File: src/rtl/countdown_arb_pkg.sv
// Shared definitions for the countdown arbiter: FSM state encoding and default sizes.
package countdown_arb_pkg;

  typedef enum logic [1:0] {
    IDLE  = 2'd0,
    LOAD  = 2'd1,
    COUNT = 2'd2,
    DONE  = 2'd3
  } state_t;

  localparam int unsigned CNT_W_DEF = 4;
  localparam int unsigned NREQ_DEF  = 4;

endpackage

File: src/rtl/count_core.sv
// Loadable up/down counter with active-low enable and load; load has priority over counting.
module count_core #(
  parameter int unsigned N = 4
) (
  input  logic         clk,
  input  logic         rst,
  input  logic         en_b,
  input  logic         load_b,
  input  logic         up,
  input  logic [N-1:0] d,
  output logic [N-1:0] q
);

  always_ff @(posedge clk or posedge rst) begin
    if (rst) begin
      q <= '0;
    end else if (!en_b) begin
      if (!load_b)  q <= d;
      else if (up)  q <= q + 1'b1;
      else          q <= q - 1'b1;
    end
  end

endmodule

File: src/rtl/countdown_arbiter.sv
// Grants one requester at a time and runs a shared countdown of the requested length.
// Define COUNTDOWN_ARB_RR_EN for round-robin arbitration; default is fixed priority (index 0 highest).
module countdown_arbiter
  import countdown_arb_pkg::*;
#(
  parameter int unsigned N    = CNT_W_DEF,
  parameter int unsigned NREQ = NREQ_DEF
) (
  input  logic              clk,
  input  logic              rst,
  input  logic [NREQ-1:0]   req,
  input  logic [NREQ*N-1:0] len_in,
  output logic [NREQ-1:0]   gnt,
  output logic [NREQ-1:0]   done,
  output logic              busy,
  output logic [N-1:0]      cnt
);

  localparam int unsigned IW = $clog2(NREQ);

  state_t          state;
  logic [N-1:0]    len_q;
  logic [NREQ-1:0] cand;
  logic [NREQ-1:0] win_oh;
  logic [N-1:0]    win_len;
  logic            found;
  logic            cnt_zero;
  logic            cnt_en_b;
  logic            cnt_load_b;

`ifdef COUNTDOWN_ARB_RR_EN
  logic [IW-1:0]   ptr;
  logic [IW-1:0]   win_idx;
  logic [NREQ-1:0] mask;

  // Requesters at or above the pointer are searched first; if none, wrap to the full set.
  always_comb begin
    mask = '0;
    for (int unsigned i = 0; i < NREQ; i++) begin
      if (i >= 32'(ptr)) mask[i] = 1'b1;
    end
    cand = ((req & mask) != '0) ? (req & mask) : req;
  end

  always_ff @(posedge clk or posedge rst) begin
    if (rst) begin
      ptr <= '0;
    end else if (state == IDLE && req != '0) begin
      ptr <= (win_idx == IW'(NREQ - 1)) ? '0 : win_idx + 1'b1;
    end
  end
`else
  assign cand = req;
`endif

  always_comb begin
    win_oh  = '0;
    win_len = '0;
    found   = 1'b0;
`ifdef COUNTDOWN_ARB_RR_EN
    win_idx = '0;
`endif
    for (int unsigned i = 0; i < NREQ; i++) begin
      if (cand[i] && !found) begin
        found     = 1'b1;
        win_oh[i] = 1'b1;
        win_len   = len_in[i*N +: N];
`ifdef COUNTDOWN_ARB_RR_EN
        win_idx   = IW'(i);
`endif
      end
    end
  end

  assign cnt_zero   = (cnt == '0);
  assign cnt_load_b = !(state == LOAD);
  // Counting stops at zero so the counter can never wrap.
  assign cnt_en_b   = !((state == LOAD) || (state == COUNT && !cnt_zero));

  always_ff @(posedge clk or posedge rst) begin
    if (rst) begin
      state <= IDLE;
      gnt   <= '0;
      done  <= '0;
      busy  <= 1'b0;
      len_q <= '0;
    end else begin
      case (state)
        IDLE: begin
          if (req != '0) begin
            gnt   <= win_oh;
            len_q <= win_len;
            busy  <= 1'b1;
            state <= LOAD;
          end
        end
        LOAD: state <= COUNT;
        COUNT: begin
          if (cnt_zero) begin
            done  <= gnt;
            state <= DONE;
          end
        end
        DONE: begin
          done  <= '0;
          gnt   <= '0;
          busy  <= 1'b0;
          state <= IDLE;
        end
        default: state <= IDLE;
      endcase
    end
  end

  count_core #(.N(N)) u_count_core (
    .clk    (clk),
    .rst    (rst),
    .en_b   (cnt_en_b),
    .load_b (cnt_load_b),
    .up     (1'b0),
    .d      (len_q),
    .q      (cnt)
  );

endmodule

File: config.mk
export PLATFORM = sky130hd
export DESIGN_NAME = countdown_arbiter
export DESIGN_NICKNAME = d
export VERILOG_FILES = /design/src/rtl/countdown_arb_pkg.sv /design/src/rtl/count_core.sv /design/src/rtl/countdown_arbiter.sv
export SDC_FILE = /design/constraint.sdc
export NUM_CORES = 1
export LEC_CHECK = 0
export CORE_MARGIN = 2
export CORE_UTILIZATION = 47
export DETAILED_ROUTE_END_ITERATION = 8
export GPL_ROUTABILITY_DRIVEN = 0
export PLACE_DENSITY = 0.83
export REMOVE_ABC_BUFFERS = 1
export SYNTH_ARGS = -nofsm -noshare
export SYNTH_HDL_FRONTEND = slang
export SYNTH_HIERARCHICAL = 1
export SYNTH_SLANG_ARGS = --single-unit
File: constraint.sdc
create_clock -name clk -period 2.6 [get_ports clk]
set_input_delay 0.39 -clock clk [delete_from_list [all_inputs] [get_ports clk]]
set_output_delay 0.39 -clock clk [all_outputs]
set_load 0.02 [all_outputs]
; ---- Word level (Yosys, flattened, before mapping)
; Cells that the tools add are included.
[word_totals]
regBits = 19
output_inout_bits = 13
[classes]
n_reduce_logical = 18
mux = 20
addsub = 1
n_eq_ne = 5
[ops]
columns = op, count
row1 = 4-bit 2-to-1 mux, 7
row2 = 4-bit one-hot mux with 2 select lines, 2
row3 = 2-bit one-hot mux with 4 select lines, 1
row4 = 2-bit AND reduction, 4
row5 = 1-bit 2-to-1 mux, 7
row6 = 2-bit equality test (second input constant), 2
row7 = 1-bit logical AND, 4
row8 = 1-bit logical NOT, 4
row9 = 4-bit logical NOT, 1
row10 = 2-bit 2-to-1 mux, 2
row11 = 2-bit inequality test (second input constant), 2
row12 = 2-bit nonzero test, 2
row13 = 4-bit nonzero test, 1
row14 = 4-bit by 1-bit subtractor with 4-bit output (second input constant), 1
row15 = 2-bit by 1-bit equality test with 1-bit output (second input constant), 1
row16 = 2-bit logical NOT, 1
row17 = 1-bit one-hot mux with 2 select lines, 1
row18 = 1-bit logical OR, 1

; ---- Logic depth before layout (Yosys ltp)
[logic_depth]
word_depth = 12
depth_mapped = 7
depth_no_buf = 6

; ---- Hierarchy
; The synthesis kept the hierarchy.
[by_module_without_submodules]
columns = mod, seq_area_each_um2, instances, area_per_inst_um2, cells_each
row1 = countdown_arbiter, 375.4, 1, 914.6, 97
row2 = count_core, 100.1, 1, 299.0, 33

; ---- Least setup slack after synthesis
; No wires, ideal clock.
[synth_path]
kind = register to register
startpoint = reg u_count_core.q[1]
endpoint = reg u_count_core.q[3]
path_slack_ns = 0.533
t_arrival_ns = 1.943
stages_incl_launch_ff = 7
t_required_ns = 2.476
setup_time_ns = 0.124
path_cell_list = dfrtp_1 or4_4 a21oi_1 clkbuf_1 nor2_1 a22o_1 a211o_1
[synth_via]
elab_chain_cells = 4
word_cells_on_any_way = 6
classes_between = add/sub (1) / mux (1) / reduce/logical (4)
[synth_rtl]
columns = item, line_no
row1 = from (decl), count_core.sv:11  ; output logic [N-1:0] q
row2 = from (signal assigned), count_core.sv:19  ; else if (up) q <= q + 1'b1;
row3 = from (signal assigned), count_core.sv:20  ; else q <= q - 1'b1;
row4 = "parallel branches: the longest is 4 deep, another holds 4-bit by 1-bit subtractor with 4-bit output", -
; Several ways; the timed one is not identified.
; A chain may end at the register's enable or synchronous reset.

; ---- Worst setup path in the final report
; Same ends and word-level chain as after synthesis.

==> impl_summary.log <==
[metrics] setup repair bufs after CTS: 0
[metrics] sort of element at the end of the critical path: register
[metrics] Post-Place Setup Slack: 0.503 ns
[metrics] DR WL/cell: 12.7 µm
[metrics] Mapped Avg Cell Area: 9.34 µm²
[metrics] cts repair resizes: 0
[metrics] die outline width: 54.8 µm
[metrics] LEAKAGE: 0.000720 µW
[metrics] Synth top area share: 39.2%
[metrics] number of remaining DRC errors: 0
[metrics] footprint of the multi-input gates: 666 µm²
[metrics] cell row count: 18
[metrics] part of the Yosys area used for sequential elements: 39.2%
[metrics] number of antenna violations at the first check in global routing: 0
[metrics] maximum resistive drop on vdd: 0.000598 V
[metrics] DR vias: 1032
[metrics] Final Hold Viols: 0
[metrics] clock network power share: 8.7%
[metrics] RSZ-0062 raised after global routing: false
[metrics] Setup WS post-layout: 0.612 ns
[metrics] clock network latency to the later pin of the worst-skew pair: 0.29 ns
[metrics] Syn Inst Count: 130
[metrics] clk root buf: sky130_fd_sc_hd__clkbuf_4
[metrics] sequential standard cell area: 475 µm²
[metrics] Synth async-reset ratio: 100%
[metrics] Switching Power: 679 µW
[metrics] Reg clk slew, reported paths: 0.10 ns
[metrics] Total Wirelength: 2.44 mm
[metrics] Total Negative Setup Slacks: 0 ns
[metrics] Worst slew margin: 59.4%
[metrics] number of hold buffers added after CTS: 0
[metrics] count of distinct cell types in the synthesized netlist: 39
[metrics] summed instance area of the synthesized netlist: 0.00121 mm²
[metrics] Critical Path RT: 2.79 ns
[metrics] top cell types by occurrence after synthesis: 19 x sky130_fd_sc_hd__dfrtp_1, 15 x sky130_fd_sc_hd__nand2_1, 11 x sky130_fd_sc_hd__o21ai_0
[metrics] cell-by-cell trace of the critical path: or4_4 > a21oi_1 > buf_4 > nor2_1 > a22o_1 > a211o_1
[metrics] clock skew: 0.00119 ns
[metrics] height of the die: 54.8 µm
[metrics] fmax: 503 MHz
[metrics] Detail Placement HPWL: 2.02 mm
[metrics] most instantiated library cell after synthesis: sky130_fd_sc_hd__dfrtp_1
[metrics] TritonCTS clock tree: done
[metrics] maximum buffer depth of the clock tree: 2
[metrics] number of warnings reported in the yosys synthesis log: 6
[metrics] net total in the final layout: 192
[metrics] number of placed I/O pins: 35
[metrics] Worst setup SP type: register
[metrics] CTS buffer count: 3
[metrics] Worst Path Max Fanout: 8
[metrics] number of buffer cells added on primary ports: 34
[metrics] min Tclk post-route: 1.99 ns
[metrics] synth-to-layout area growth: 30.7%
[metrics] Slowest-stage cell, CP: sky130_fd_sc_hd__or4_4
[metrics] cell type with the highest aggregate area in the netlist: sky130_fd_sc_hd__dfrtp_1
[metrics] fraction of final layout cells with drive strength greater than 1: 8.02%
[metrics] register share of total power: 33.1%
[metrics] wire length of the first global-routing pass: 4.04 mm
[metrics] clk sinks: 19
[metrics] total overflow reported by the global router: 0
[metrics] count of inserted antenna diode cells: 0
[metrics] Net Sw Frac: 41.1%
[metrics] outcome: completed
[metrics] P_int: 973 µW
[metrics] largest net degree at the start of global routing: 16
[metrics] number of failing setup endpoints in the final timing report: 0
[metrics] post-DR vias/cell: 5.38
[metrics] Pwr Density: 1040 mW/mm²
[metrics] effective utilization at floorplan: 49.4%
[metrics] Seq cells post-synth: 19
[metrics] slew at the pin closest to its max-slew limit: 0.608 ns
[metrics] Final period util: 76.5%
[metrics] Die Outline Area: 0.00300 mm²
[metrics] final count of pins violating max slew: 0
[metrics] main area contributors after synthesis: sky130_fd_sc_hd__dfrtp_1 39%, sky130_fd_sc_hd__ha_1 6.2%, sky130_fd_sc_hd__mux2i_1 5.8%
[metrics] Post-synth EDFFs: 0
[metrics] overall global routing resource usage: 18.7%
[metrics] combinational group share of total power: 58.2%
[metrics] Iteration-0 DRC Markers: 18
[metrics] flip-flop cell with the highest count after synthesis: sky130_fd_sc_hd__dfrtp_1
[metrics] total of max-cap violations: 0
[metrics] arrival time at the worst endpoint: 2.17 ns
[metrics] placeable core region: 0.00245 mm²
[metrics] CTS H-tree depth: 1
[metrics] Final ANT Viol Nets: 0
[metrics] router iterations before antenna repair: 4
[metrics] CP max stage delay: 0.59 ns
[metrics] worst hold-check path type: in2async
[metrics] total of fill cells in the finished design: 213
[metrics] post-route worst hold slack: 0.301 ns
[metrics] number of global-route vias before repair: 1018
[metrics] critical path type: reg2reg
cells in the final DEF, fill, tap and decap left out, types with 2 or more instances in the layout:
| cell | count |
|---|---|
| sky130_fd_sc_hd__a31oi_1 | 2 |
| sky130_fd_sc_hd__a21oi_1 | 8 |
| sky130_fd_sc_hd__a22o_1 | 2 |
| sky130_fd_sc_hd__inv_1 | 9 |
| sky130_fd_sc_hd__nand3_1 | 4 |
| sky130_fd_sc_hd__ha_1 | 6 |
| sky130_fd_sc_hd__a22oi_1 | 3 |
| sky130_fd_sc_hd__nor2_1 | 7 |
| sky130_fd_sc_hd__clkdlybuf4s50_1 | 34 |
| sky130_fd_sc_hd__and2b_1 | 3 |
| sky130_fd_sc_hd__clkbuf_4 | 3 |
| sky130_fd_sc_hd__mux2i_1 | 7 |
| sky130_fd_sc_hd__dfrtp_1 | 19 |
| sky130_fd_sc_hd__mux2_1 | 4 |
| sky130_fd_sc_hd__nor2b_1 | 2 |
| sky130_fd_sc_hd__nand2_1 | 15 |
| sky130_fd_sc_hd__o21ai_0 | 11 |
critical path: cells and delay by family (launching register included):
family	cells	cell delay, ns
simple gates	2	0.64
flops	1	0.45
buf+inv	1	0.17
compound gates	3	0.61
sequential cells by signal (all words and copies together) (netlist names):
register,flops
done,4
len_q,4
u_count_core/q,4
gnt,4
busy,1
state,2
cells by family after synthesis:
family,Yosys count,synth area share [%]
simple gates,42,19.2
buf+inv,16,5.98
other cells,1,0.309
xor+xnor,1,0.722
flops,19,39.2
compound gates,32,16.4
fa+ha+maj,7,7.83
mux,12,10.4
final timing paths:
path	from	to	slack, ns	cells past startpoint
worst max register to register	u_count_core/q[1]	u_count_core/q[3]	0.61	6
min in group clk	done[3]	done[3]	0.50	1
worst max-delay path	u_count_core/q[1]	u_count_core/q[3]	0.61	6
worst min register to register	done[3]	done[3]	0.50	1
worst min-delay path	rst	u_count_core/q[2]	0.30	2
max in group asynchronous	rst	done[2]	1.75	2
metal layers:
layer  wire (µm)  global-route usage [%]  vias up
met5           0                       0        -
met4          70                    11.7        0
met3          79                    1.09        8
met2        1220                    32.9       27
met1        1070                    21.8      483
li1            -                       -      514
cell type report:
class                      instances  area share [%]
multi-input combinational         95            42.0
sequential                        19            30.0
timing repair buffer              35            21.9
tap                               30            2.37
inverter                           9            2.13
clock buffer                       4            1.66
per-stage QoR:
step	instances	total power [µW]	area, µm²	util [%]
after CTS	192	1670	1590	64.6
after global routing	192	1790	1590	64.6
after detailed placement	188	1520	1560	63.6
after floorplan	123	1160	1170	-
final	192	1650	1590	64.6
after global placement	188	1480	1560	63.6
power by group through the flow:
stage	combinational [µW]	clock [µW]	sequential, µW
finish	960	144	547
global route	1060	163	568
CTS	969	149	548
detailed placement	964	0	555
global placement	931	0	546
floorplan	530	0	629
Power figures use the tool's default switching activity.
